==> src/rtl/rtr_xbr_allocator_pkg.sv <==
// Shared router constants: port-count limits, packet-lock enables and the
// round-robin pointer helper used by every output arbiter.
package rtr_xbr_allocator_pkg;

    localparam int unsigned num_ports_min = 2;
    localparam int unsigned num_ports_max = 16;

    localparam bit lock_packets_off = 1'b0;
    localparam bit lock_packets_on  = 1'b1;

    // Wide enough to index any port up to num_ports_max.
    localparam int unsigned ptr_w = 4;

    function automatic logic [ptr_w-1:0] rr_next(input logic [ptr_w-1:0] idx,
                                                 input int unsigned       n);
        return (idx == ptr_w'(n - 1)) ? '0 : idx + 1'b1;
    endfunction

endpackage

==> src/rtl/rtr_xbr_allocator_out_arbiter.sv <==
// Per-output round-robin arbiter with optional head-to-tail packet lock;
// the grant vector is registered and drives one crossbar output block.
module rtr_xbr_out_arbiter
    import rtr_xbr_allocator_pkg::*;
#(
    parameter int unsigned num_ports    = 5,
    parameter bit          lock_packets = lock_packets_on
) (
    input  logic                 clk,
    input  logic                 reset,
    input  logic [num_ports-1:0] req,
    input  logic [num_ports-1:0] tail,
    input  logic                 ready,
    output logic [num_ports-1:0] gnt,
    output logic                 busy
);

    logic [ptr_w-1:0]     ptr_q, ptr_d;
    logic                 lock_q, lock_d;
    logic [ptr_w-1:0]     lock_ip_q, lock_ip_d;
    logic [num_ports-1:0] gnt_q, gnt_d;
    logic [num_ports-1:0] eligible;
    logic                 found_hi, found_lo, grant, sel_tail;
    logic [ptr_w-1:0]     sel_hi, sel_lo, sel;

    // NOTE: every signal written here gets a default first, so no latch is inferred.
    always_comb begin
        eligible = '0;
        found_hi = 1'b0;
        found_lo = 1'b0;
        sel_hi   = '0;
        sel_lo   = '0;
        for (int i = 0; i < num_ports; i++) begin
            eligible[i] = req[i] && (!lock_q || lock_ip_q == ptr_w'(i));
            // Lowest eligible index at or above the pointer wins; otherwise wrap.
            if (eligible[i] && !found_lo) begin
                found_lo = 1'b1;
                sel_lo   = ptr_w'(i);
            end
            if (eligible[i] && ptr_w'(i) >= ptr_q && !found_hi) begin
                found_hi = 1'b1;
                sel_hi   = ptr_w'(i);
            end
        end
        sel   = found_hi ? sel_hi : sel_lo;
        grant = found_lo && ready;

        gnt_d = '0;
        for (int i = 0; i < num_ports; i++) begin
            gnt_d[i] = grant && (sel == ptr_w'(i));
        end
        sel_tail = |(gnt_d & tail);

        ptr_d     = ptr_q;
        lock_d    = lock_q;
        lock_ip_d = lock_ip_q;
        if (grant) begin
            // Only a packet-opening grant moves the pointer.
            if (!lock_q) begin
                ptr_d = rr_next(sel, num_ports);
            end
            if (lock_packets) begin
                lock_d    = !sel_tail;
                lock_ip_d = sel;
            end
        end
    end

    // NOTE: sequential state uses non-blocking assignments only.
    always_ff @(posedge clk) begin
        if (reset) begin
            ptr_q     <= '0;
            lock_q    <= 1'b0;
            lock_ip_q <= '0;
            gnt_q     <= '0;
        end else begin
            ptr_q     <= ptr_d;
            lock_q    <= lock_d;
            lock_ip_q <= lock_ip_d;
            gnt_q     <= gnt_d;
        end
    end

    assign gnt  = gnt_q;
    assign busy = lock_q;

endmodule

==> src/rtl/rtr_xbr_allocator.sv <==
// Crossbar switch allocator: transposes input-major requests into per-output
// columns, runs one arbiter per output and collects the crosspoint controls.
module rtr_xbr_allocator
    import rtr_xbr_allocator_pkg::*;
#(
    parameter int unsigned num_ports    = 5,
    parameter bit          lock_packets = lock_packets_on
) (
    input  logic                           clk,
    input  logic                           reset,
    input  logic [num_ports*num_ports-1:0] req_ip_op,
    input  logic [num_ports-1:0]           tail_ip,
    input  logic [num_ports-1:0]           ready_op,
    output logic [num_ports-1:0]           gnt_ip,
    output logic [num_ports*num_ports-1:0] ctrl_in_op_ip,
    output logic [num_ports-1:0]           busy_op
);

    if (num_ports < num_ports_min || num_ports > num_ports_max) begin : g_bad_param
        $error("rtr_xbr_allocator: num_ports outside supported range");
    end

    logic [num_ports*num_ports-1:0] req_op_ip;

    for (genvar op = 0; op < num_ports; op++) begin : g_out
        for (genvar ip = 0; ip < num_ports; ip++) begin : g_tr
            assign req_op_ip[op*num_ports+ip] = req_ip_op[ip*num_ports+op];
        end

        rtr_xbr_out_arbiter #(
            .num_ports    (num_ports),
            .lock_packets (lock_packets)
        ) u_arb (
            .clk   (clk),
            .reset (reset),
            .req   (req_op_ip[op*num_ports +: num_ports]),
            .tail  (tail_ip),
            .ready (ready_op[op]),
            .gnt   (ctrl_in_op_ip[op*num_ports +: num_ports]),
            .busy  (busy_op[op])
        );
    end

    // Each input is granted by at most one output, so OR-ing the blocks is exact.
    always_comb begin
        gnt_ip = '0;
        for (int op = 0; op < num_ports; op++) begin
            gnt_ip |= ctrl_in_op_ip[op*num_ports +: num_ports];
        end
    end

    for (genvar ip = 0; ip < num_ports; ip++) begin : g_chk
        a_single_output: assert property (@(posedge clk) disable iff (reset)
            $onehot0(req_ip_op[ip*num_ports +: num_ports]))
            else $error("rtr_xbr_allocator: input %0d requests several outputs", ip);
    end

endmodule

==> config.mk <==
export PLATFORM = sky130hd
export DESIGN_NAME = rtr_xbr_allocator
export DESIGN_NICKNAME = d
export VERILOG_FILES = /design/src/rtl/rtr_xbr_allocator_pkg.sv /design/src/rtl/rtr_xbr_allocator_out_arbiter.sv /design/src/rtl/rtr_xbr_allocator.sv
export SDC_FILE = /design/constraint.sdc
export NUM_CORES = 1
export LEC_CHECK = 0
export CAP_MARGIN = 20
export CORE_UTILIZATION = 40
export CTS_BUF_LIST = sky130_fd_sc_hd__clkbuf_4
export CTS_CLUSTER_DIAMETER = 120
export DETAILED_ROUTE_END_ITERATION = 7
export DONT_BUFFER_PORTS = 1
export GPL_ROUTABILITY_DRIVEN = 0
export PLACE_DENSITY_LB_ADDON = 0.08
export SLEW_MARGIN = 20
export SYNTH_ARGS = -nofsm -noshare
export SYNTH_HDL_FRONTEND = slang
export SYNTH_HIERARCHICAL = 1
export SYNTH_SLANG_ARGS = --single-unit
==> constraint.sdc <==
create_clock -name clk -period 2.8 [get_ports clk]
set_input_delay 0.56 -clock clk [delete_from_list [all_inputs] [get_ports clk]]
set_output_delay 0.56 -clock clk [all_outputs]
set_load 0.02 [all_outputs]
Word-level counts from Yosys, hierarchy flattened. Cells that the tools add are included.

Bits in registers: 70. Word-level logic and storage cells: 419.

$add $sub $neg: 5. $lt $le $gt $ge: 25. Equality and inequality tests: 40. Muxes and demuxes: 100. Bitwise gates (word level): 14. Reductions and logical operators: 215.

Operator list (number): $logic_and 1x1->1 (120); $eq 4x2->1 const B (20); $mux 1 (60); $logic_not 1->1 (50); $mux 3 (15); $eq 4x1->1 const B (10); $eq 4x3->1 const B (10); $ge 1x4->1 const A (10); $ge 2x4->1 const A (10); $logic_not 4->1 (10); $mux 2 (20); $and 5x5->5 (5); $logic_or 1x1->1 (25); $reduce_or 5->1 (5); $add 4x1->4 const B (5); $ge 3x4->1 const A (5); $mux 4 (5); $or 5x5->5 (4); $reduce_and 2->1 (5); $not 1->1 (5).

Logic depth before layout (Yosys ltp). Gate-level depths: netlist of run 1.

Word-level depth: 23. Gate-level depth with buffers: 14. Depth with buffers taken out: 13.

Hierarchy. The synthesis of run 1 kept the hierarchy.

By module, submodules not included: rtr_xbr_out_arbiter (times used 5, cells an instance 103, area each 919.6 µm², sequential area each 260.2 µm²); rtr_xbr_allocator (times used 1, cells an instance 15, area each 62.6 µm², sequential area each 0.0 µm²).

Worst setup path before layout of run 1. No wires, ideal clock.

Path type: flip-flop to flip-flop. Start point: reg g_out[0].u_arb.lock_ip_q[0]. End point: reg g_out[0].u_arb.lock_q. Setup time: 87 ps. Arrival: 2665 ps. Required time: 2713 ps. Path slack: 48 ps. Stages on the path, launching flop included: 15. Path buffers: 1. Clock period less this slack: 2752 ps. Path through: dfxtp_1 -> buf_6 -> o31ai_2 -> nand3b_2 -> a2111oi_4 -> and2b_2 -> a41oi_2 -> inv_1 -> ha_1 -> a22o_1 -> nand2_1 -> o21ai_0 -> o211ai_1 -> o2111ai_1 -> o31ai_1.

Longest elaborated chain between the ends: 23. Elaborated cells on any way between the ends: 69. Those cells by class: 8 x eq/ne; 19 x mux; 1 x bitwise; 41 x reduce/logical.

RTL lines: start: declaration (line rtr_xbr_allocator_out_arbiter.sv:20) `logic [ptr_w-1:0] lock_ip_q, lock_ip_d;`; start signal: assignment (line rtr_xbr_allocator_out_arbiter.sv:79) `lock_ip_q <= lock_ip_d;`; $logic_not 4->1 (line rtr_xbr_allocator_out_arbiter.sv:34) `eligible[i] = req[i] && (!lock_q || lock_ip_q == ptr_w'(i));`; $logic_or 1x1->1 (line rtr_xbr_allocator_out_arbiter.sv:34); $logic_and 1x1->1 (line rtr_xbr_allocator_out_arbiter.sv:34); $logic_and 1x1->1 (line rtr_xbr_allocator_out_arbiter.sv:40) `if (eligible[i] && ptr_w'(i) >= ptr_q && !found_hi) begin`; $mux 1 (line rtr_xbr_allocator_out_arbiter.sv:40); $logic_not 1->1 (line rtr_xbr_allocator_out_arbiter.sv:40); $logic_and 1x1->1 (line rtr_xbr_allocator_out_arbiter.sv:40); $mux 1 (line rtr_xbr_allocator_out_arbiter.sv:40); (+8 left out); $mux 3 / $mux 1 (equally long branches) (line rtr_xbr_allocator_out_arbiter.sv:40); $mux 3 * (line rtr_xbr_allocator_out_arbiter.sv:45) `sel = found_hi ? sel_hi : sel_lo;`; named net g_out[0].u_arb.sel[0] (line rtr_xbr_allocator_out_arbiter.sv:24) `logic [ptr_w-1:0] sel_hi, sel_lo, sel;`; $eq 4x1->1 (tied with other cells) (line rtr_xbr_allocator_out_arbiter.sv:50) `gnt_d[i] = grant && (sel == ptr_w'(i));`; $logic_and 1x1->1 (line rtr_xbr_allocator_out_arbiter.sv:50); $and 5x5->5 * (line rtr_xbr_allocator_out_arbiter.sv:52) `sel_tail = |(gnt_d & tail);`; $reduce_or 5->1 * (line rtr_xbr_allocator_out_arbiter.sv:52); $logic_not 1->1 * (line rtr_xbr_allocator_out_arbiter.sv:63) `lock_d = !sel_tail;`; end signal: assignment (line rtr_xbr_allocator_out_arbiter.sv:78) `lock_q <= lock_d;`; end: declaration (line rtr_xbr_allocator_out_arbiter.sv:19) `logic lock_q, lock_d;`.

The timed path passes the listed nets; every way through them passes the cells marked *. A chain may end at the register's enable or synchronous reset.

Final worst setup path of run 1.
Start point: reg g_out[0].u_arb.lock_ip_q[1]. End point: reg g_out[0].u_arb.lock_q.

Same word-level chain as after synthesis.

==> metrics.md, run 1 <==
| Metric | Value |
|---|---|
| Synth area leader | `dfxtp_1` |
| Slowest-stage cell, CP | `dfxtp_4` |
| CTS tree | `done` |
| Worst Tran Pin Value | `680 ps` |
| WP data arrival | `3130 ps` |
| Synth cell types | `42` |
| Worst setup EP type | `flip-flop` |
| Psw | `1.95 mW` |
| Filler Cell Count | `1116` |
| Slowest cell delay on critical path | `400 ps` |
| Achievable clock frequency | `0.359 GHz` |
| Sequential area share after synthesis | `27.9%` |
| Share of the synthesized area in the top cell type | `27.9%` |
| Register area | `1340 sq um` |
| Clk buf depth | `2` |
| First-pass GRT wire length | `20400 um` |
| Area after DPL | `5120 sq um` |
| Status | `complete, no violations` |
| Critical Path, Cell by Cell | `or3b_1, a221oi_2, o21ai_2, and2b_2, a41oi_2, inv_1, ha_1, a22o_1, nand2_1, o21ai_0, o211ai_1, o2111ai_1, o31ai_1` |
| P&R area growth vs syn | `20.6%` |
| Clock Tree Root | `clkbuf_4` |
| Mapped cell area | `4660 sq um` |
| IO Port Bufs | `0` |
| CTS Buf Count | `9` |
| WL per Instance | `17.6 um` |
| Clk_lat worst skew | `440 ps` |
| Die span in y | `110 um` |
| Gr usage total | `22.5%` |
| Primary FF master, synth | `dfxtp_1` |
| Hold Vio Cnt, Final | `0` |
| Max-Cap Viols | `0` |
| #FFs+latches synth | `65` |
| Part of the power in registers | `30.7%` |
| Final ANT Viol Nets | `0` |
| EDFF count, synth | `0` |
| Inserted Diodes | `0` |
| Fraction of layout cells with a size suffix above 1 | `31.6%` |
| Mean Syn Cell Area | `8.79 sq um` |
| 1st-iter DRT viols | `188` |
| Minimum clock period | `2780 ps` |
| Clk pwr share | `14.0%` |
| Endpoints failing setup | `0` |
| TritonRoute pass-1 iters | `4` |
| Crit path launch type | `flip-flop` |
| Syn Inst Count | `530` |
| Final Skew | `22.8 ps` |
| Final nets | `662` |
| Die ar. | `12100 sq um` |
| Kind of critical path | `flip-flop to flip-flop` |
| Max FO, Critical Path | `5` |
| Async SR Flop Fraction | `0%` |
| Non-filler cells, final | `748` |
| Setup TNS | `0 ps` |
| Count of final max-slew check failures | `0` |
| RSZ-0062 raised after global routing | `true` |
| Rows | `39` |
| Top post-synthesis cells by count | `65 x dfxtp_1, 65 x nand2_1, 40 x nor2_1` |
| Inst Count DP | `719` |
| Worst hold path type | `input port to flip-flop` |
| Area of the core | `11400 sq um` |
| Top post-synthesis cells by area | `dfxtp_1 28%, ha_1 6.7%, nand2_1 5.2%, buf_6 3.6%, nor2_1 3.2%` |
| Core Util, Final | `49.5%` |
| Sw Ratio | `42.4%` |
| Tcrit/Tclk final | `99.5%` |
| Via density per instance | `5.72` |
| VDD IR-drop max | `0.000358 V` |
| Synth warn | `6` |
| WP data required | `3140 ps` |
| CTS clock-pin slew for the worst setup and hold paths | `140 ps` |
| Int Power | `2.65 mW` |
| Final HPWL DP | `10100 um` |
| Die X | `110 um` |
| Initial Utilization | `41.0%` |
| Pwr Density | `820 nW/um^2` |
| DRT Wirelength | `13200 um` |
| GRT Residual Overflow | `0` |
| Via count | `4280` |
| Multi-input gate area | `3240 sq um` |
| Leakage | `2.28 nW` |
| Initial antenna violation count | `0` |
| Comb pwr share | `55.3%` |
| Final instance area | `5620 sq um` |
| Largest net degree at the start of global routing | `56` |
| CTS sink count | `65` |
| Top-Level Pins | `72` |
| Drt drc | `0` |
| Net Count, Synth | `592` |
| Vias in the first global route | `4186` |
| CTS Hold Bufs | `0` |
| H-tree levels | `3` |
| Max-slew headroom | `54.5%` |
-- state kept, by name, summed over array words and instances (netlist names) --
register / cells
g_out.u_arb/busy: 5
g_out.u_arb/ptr_q: 20
g_out.u_arb/gnt: 25
g_out.u_arb/lock_ip_q: 15
-- area by class of cell --
cell class | instances | area share, %
inverter | 35 | 2.34
tap | 143 | 3.18
clock inverter | 7 | 1.27
timing repair buffer | 79 | 10.5
sequential | 65 | 23.9
clock buffer | 9 | 1.20
multi-input combinational | 410 | 57.6
-- per-layer routing --
metal / global-route usage (%) / vias to the layer above / share of wire, %
li1: - / 2121 / -
met1: 26.2 / 2065 / 43
met2: 39.1 / 79 / 50
met3: 5.69 / 15 / 5.6
met4: 9.24 / 0 / 1.7
met5: 0 / - / 0
-- path summary, 6_finish.rpt --
check | startpoint | cells past startpoint | endpoint | slack, ps
worst max-delay path | g_out[0].u_arb/lock_ip_q[1] | 13 | g_out[0].u_arb/busy | 20
worst min-delay path | reset | 1 | g_out[1].u_arb/lock_ip_q[0] | 150
worst max register to register | g_out[0].u_arb/lock_ip_q[1] | 13 | g_out[0].u_arb/busy | 20
worst min register to register | g_out[0].u_arb/lock_ip_q[2] | 2 | g_out[0].u_arb/lock_ip_q[2] | 510
-- cell families (layout without fill, tap and decap cells) --
group           after synthesis  after routing  share of synthesized area (%)
buf+inv                      55            130                           7.38
flops                        65             65                           27.9
fa+ha+maj                    25             25                           6.71
simple gates                205            205                           24.3
compound gates              170            170                           31.5
mux                          10             10                           2.15
-- stage by stage --
step / power (mW) / setup WS (ps) / hold slack (ps)
after floorplan: 2.94 / 48.4 / 505
after global routing: 4.96 / -228 / 114
after detailed placement: 3.73 / -112 / 499
after CTS: 4.51 / 0.246 / 112
final: 4.61 / 15.3 / 149
after global placement: 3.70 / -68.6 / 496
-- cells in the final DEF (no fill, tap or decap), drive strengths merged, types with 9 or more instances in the layout --
master | netlist | final
dfxtp | 65 | 65
mux2i | 10 | 10
clkbuf | 0 | 9
o32ai | 15 | 15
ha | 25 | 25
o21a | 10 | 10
o21ai | 25 | 25
o22ai | 10 | 10
buf | 15 | 79
a211o | 10 | 10
o31ai | 15 | 15
nor2 | 40 | 40
a21oi | 25 | 25
and2 | 20 | 20
inv | 35 | 35
nor3 | 15 | 15
nand2 | 65 | 65
nor3b | 20 | 20
-- critical path, delay by kind of cell, from the launching register on --
kind	cells	cell delay (ps)
simple gates	3	680
buf+inv	1	80
flops	1	400
fa+ha+maj	1	210
compound gates	8	1330
-- repair_timing --
item	4_1_cts	5_1_grt
setup buffers	7	6
pin swaps	23	37
cloned	0	0
setup endpoints to repair	5	6
resized for setup	39	29
-- power groups by stage --
stage,Clock (mW),Sequential (mW),Combinational [mW]
4_1_cts,0.669,1.40,2.44
6_report,0.643,1.42,2.55
3_3_place_gp,0,1.39,2.31
2_1_floorplan,0,1.33,1.60
3_5_place_dp,0,1.39,2.34
5_1_grt,0.708,1.45,2.81
No activity file was read; power rests on OpenSTA's default activity.
==> run 2, diff against run 1 <==
SYNTH_HIERARCHICAL = not set   (was 1)
==> run 2 against run 1 <==
  * Die area is 11% lower
  * Sequential power hardly changed
  * Worst setup slack better by 55 ps
  * Flip-flop and latch count stayed put
  * Wire length is 11% lower
  * Power is 15% lower
  * Clock power is 22% lower
  * Global-route usage is 0.90 points lower
  * Final cell count is 9.8% lower
  * Largest power group unchanged
==> metrics.md, run 2 <==
| Metric | Value |
|---|---|
| Synth Area in XOR/XNOR | `0% (unchanged)` |
| R2R Setup Slk | `70 ps (+60 ps)` |
| Clk buf depth | `2 (unchanged)` |
| Reg2reg end | `g_out[0].u_arb.busy` |
| H-tree levels | `3 (unchanged)` |
| Post-synthesis simple-gate area fraction | `26.1% (+1.8 points)` |
| Inst Count DP | `655 (-8.9%)` |
| Part of the power in registers | `35.6% (+4.9 points)` |
| Pwr Density | `815 nW/um^2 (-0.57%)` |
| Achievable clock frequency | `0.366 GHz (+2.0%)` |
| Fraction of layout cells with a size suffix above 1 | `19.2% (-12 points)` |
| Net Count, Synth | `566 (-4.4%)` |
| 1st-iter DRT viols | `164 (-13%)` |
| #FFs+latches synth | `65 (unchanged)` |
| Top-Level Pins | `72 (unchanged)` |
| CTS sink count | `65 (unchanged)` |
| WP data required | `3120 ps (-20 ps)` |
| Leakage | `1.90 nW (-17%)` |
| Synth warn | `0 (-6)` |
| Via count | `3878 (-9.4%)` |
| Worst setup EP type | `flip-flop` |
| Syn Inst Count | `510 (-3.8%)` |
| Most common cell after layout, fill and taps aside | `nor2_1` |
| Non-filler cells, final | `675 (-9.8%)` |
| Max FO, Critical Path | `7 (+2)` |
| WL per Instance | `17.3 um (-1.7%)` |
| Max-slew headroom | `62.0% (+7.4 points)` |
| CTS Hold Bufs | `0 (unchanged)` |
| IO Port Bufs | `0 (unchanged)` |
| Hold Path End | `g_out[1].u_arb.lock_ip_q[1]` |
| Int Power | `2.20 mW (-17%)` |
| Sequential area share after synthesis | `31.3% (+3.4 points)` |
| Clk_lat worst skew | `400 ps (-40 ps)` |
| Final nets | `594 (-10%)` |
| Status | `complete, no violations` |
| Post-synthesis compound-gate area fraction | `27.5% (-4.0 points)` |
| RSZ-0062 raised after global routing | `true` |
| Endpoints failing setup | `0 (unchanged)` |
| Die X | `104 um (-5.5%)` |
| Kind of critical path | `flip-flop to flip-flop` |
| Count of final max-slew check failures | `0 (unchanged)` |
| Die span in y | `104 um (-5.5%)` |
| Inserted Diodes | `0 (unchanged)` |
| Final worst setup slack | `70.4 ps (+55.1 ps)` |
| Initial Utilization | `41.9% (+0.94 points)` |
| Final Skew | `15.8 ps (-7.03 ps)` |
| Drt drc | `0 (unchanged)` |
| Async SR Flop Fraction | `0% (unchanged)` |
| VDD IR-drop max | `0.000250 V (-30%)` |
| Worst Reg2Reg Path Length in Cells | `11 (-2)` |
| Synth cell types | `62 (+48%)` |
| Largest family of logic cells by synthesized area | `compound AO/OA/AOI/OAI gates` |
| Top post-synthesis cells by count | `65 x dfxtp_1, 57 x nor2_1, 47 x nand2_1` |
| CTS tree | `done` |
| Gr usage total | `21.6% (-0.90 points)` |
| Final HPWL DP | `8730 um (-14%)` |
| Critical Path Start | `g_out[0].u_arb.lock_ip_q[1]` |
| Die ar. | `10800 sq um (-11%)` |
| CTS clock-pin slew for the worst setup and hold paths | `110 ps (-30 ps)` |
| Comb pwr share | `51.5% (-3.8 points)` |
| CTS Buf Count | `9 (unchanged)` |
| Reg2Reg Launch Point | `g_out[0].u_arb.lock_ip_q[1]` |
| TritonRoute pass-1 iters | `4 (unchanged)` |
| Sw Ratio | `43.6% (+1.2 points)` |
| Top post-synthesis cells by area | `dfxtp_1 31%, ha_1 5.7%, nor2_1 5.1%, nand2_1 4.2%, a21oi_1 4.0%` |
| Mean Syn Cell Area | `8.15 sq um (-7.3%)` |
| Top-count cell post-synth | `dfxtp_1` |
| Rows | `36 (-7.7%)` |
| Via density per instance | `5.75 (+0.41%)` |
| Hold Crit Start | `reset` |
| Worst Tran Pin Value | `569 ps (-111 ps)` |
| Final Power | `3.90 mW (-15%)` |
| Share of the synthesized area in the top cell type | `31.3% (+3.4 points)` |
| Synth area leader | `dfxtp_1` |
| Number of flip-flops under the largest register name | `25 (unchanged)` |
| Tcrit/Tclk final | `97.5% (-2.0 points)` |
| Mux cell area share after synthesis | `3.85% (+1.7 points)` |
| Max-Cap Viols | `0 (unchanged)` |
| WP data arrival | `3050 ps (-80 ps)` |
| Worst hold path type | `input port to flip-flop` |
| Psw | `1.70 mW (-13%)` |
| P&R area growth vs syn | `15.1%` |
| Clock Tree Root | `clkbuf_4` |
| Area of the core | `9910 sq um (-13%)` |
| Vias in the first global route | `3701 (-12%)` |
| Crit path launch type | `flip-flop` |
| Largest net degree at the start of global routing | `56 (unchanged)` |
| Final instance area | `4780 sq um (-15%)` |
| GRT Residual Overflow | `0 (unchanged)` |
| Clk pwr share | `12.9% (-1.1 points)` |
| Place WS | `-96.1 ps (+15.8 ps)` |
| Primary FF master, synth | `dfxtp_1` |
| Initial antenna violation count | `0 (unchanged)` |
| EDFF count, synth | `0 (unchanged)` |
| DRT Wirelength | `11700 um (-11%)` |
| Mapped cell area | `4160 sq um (-11%)` |
| First-pass GRT wire length | `18800 um (-7.9%)` |
| Final ANT Viol Nets | `0 (unchanged)` |
| Area after DPL | `4480 sq um (-13%)` |
| Minimum clock period | `2730 ps (-55.1 ps)` |
| Hold Path Stages | `1 (unchanged)` |
| Adder-cell share of the synthesized area | `5.72% (-0.99 points)` |
| Commonest non-fill, non-tap cells in the layout | `57 x nor2_1, 53 x dfxtp_1, 47 x nand2_1` |
| Hold Vio Cnt, Final | `0 (unchanged)` |
run 2: cell count changes after synthesis, moves of 7 or more:
cell / change
buf_6: -15
nand3_1: +7
o31ai_2: -9
clkbuf_1: +13
a21oi_1: +8
nor2_1: +17
inv_1: -7
and2_1: -8
nand3b_1: +8
and3_1: +9
nand2_1: -18
a211o_1: -9
run 2: metal layers:
layer | track usage [%] | up-vias | wire, um
met3 | 5.83 | 8 | 645
met4 | 5.10 | 0 | 73
li1 | - | 1923 | -
met2 | 35.1 | 99 | 5550
met5 | 0 | - | 0
met1 | 28.5 | 1848 | 5410
run 2: layout make-up:
| cell class | instances | area [sq um] |
|---|---|---|
| inverters | 28 | 105 |
| repair buffers | 42 | 315 |
| flip-flops and latches | 65 | 1330 |
| clock buffers | 10 | 75.1 |
| clock inverters | 5 | 23.8 |
| multi-input cells | 392 | 2770 |
| fillers | 999 | 5130 |
| well taps | 133 | 166 |
run 2: power groups by stage:
stage                     combinational, mW  clock, mW  sequential, mW
after floorplan                        1.42          0            1.28
after global placement                 1.84          0            1.37
after detailed placement               1.85          0            1.38
after CTS                              1.87      0.528            1.36
after global routing                   2.22      0.572            1.41
final                                  2.01      0.503            1.39
run 2: critical path: stages (launching register included):
cell	delay, ps
dfxtp_4	390
o31ai_4	340
nand3b_4	120
a2111oi_4	410
a211oi_2	60
a32o_2	250
buf_4	140
ha_2	180
a222oi_1	240
nor2_1	90
a2111o_1	300
a21oi_2	130
run 2: how the worst max path moves through the flow:
| stage | end |
|---|---|
| after detailed placement | g_out[0].u_arb.busy |
| final | g_out[0].u_arb.busy |
| after global placement | g_out[0].u_arb.busy |
| after CTS | g_out[0].u_arb.busy |
| after global routing | g_out[0].u_arb.busy |
| after floorplan | g_out[0].u_arb.busy |
run 2: logic make-up (layout without fill, tap and decap cells):
family	after synthesis	count (layout)
compound gates	149	149
fa+ha+maj	19	19
buf+inv	53	85
flops	65	65
mux	16	16
simple gates	208	208
run 2: repair_timing:
action,CTS,global route
setup buffers,0,5
hold endpoints to repair,0,0
setup endpoints to repair,1,7
pin swaps,3,13
gates resized for setup,7,37
run 2: through the flow:
| step | util, % | setup TNS [ps] | hold slack (ps) |
|---|---|---|---|
| 2_1_floorplan | - | 0 | 443 |
| 3_5_place_dp | 45.2 | -96.1 | 473 |
| 3_3_place_gp | 45.2 | 0 | 471 |
| 5_1_grt | 48.3 | -50.2 | 157 |
| 4_1_cts | 46.4 | 0 | 186 |
| 6_report | 48.3 | 0 | 215 |
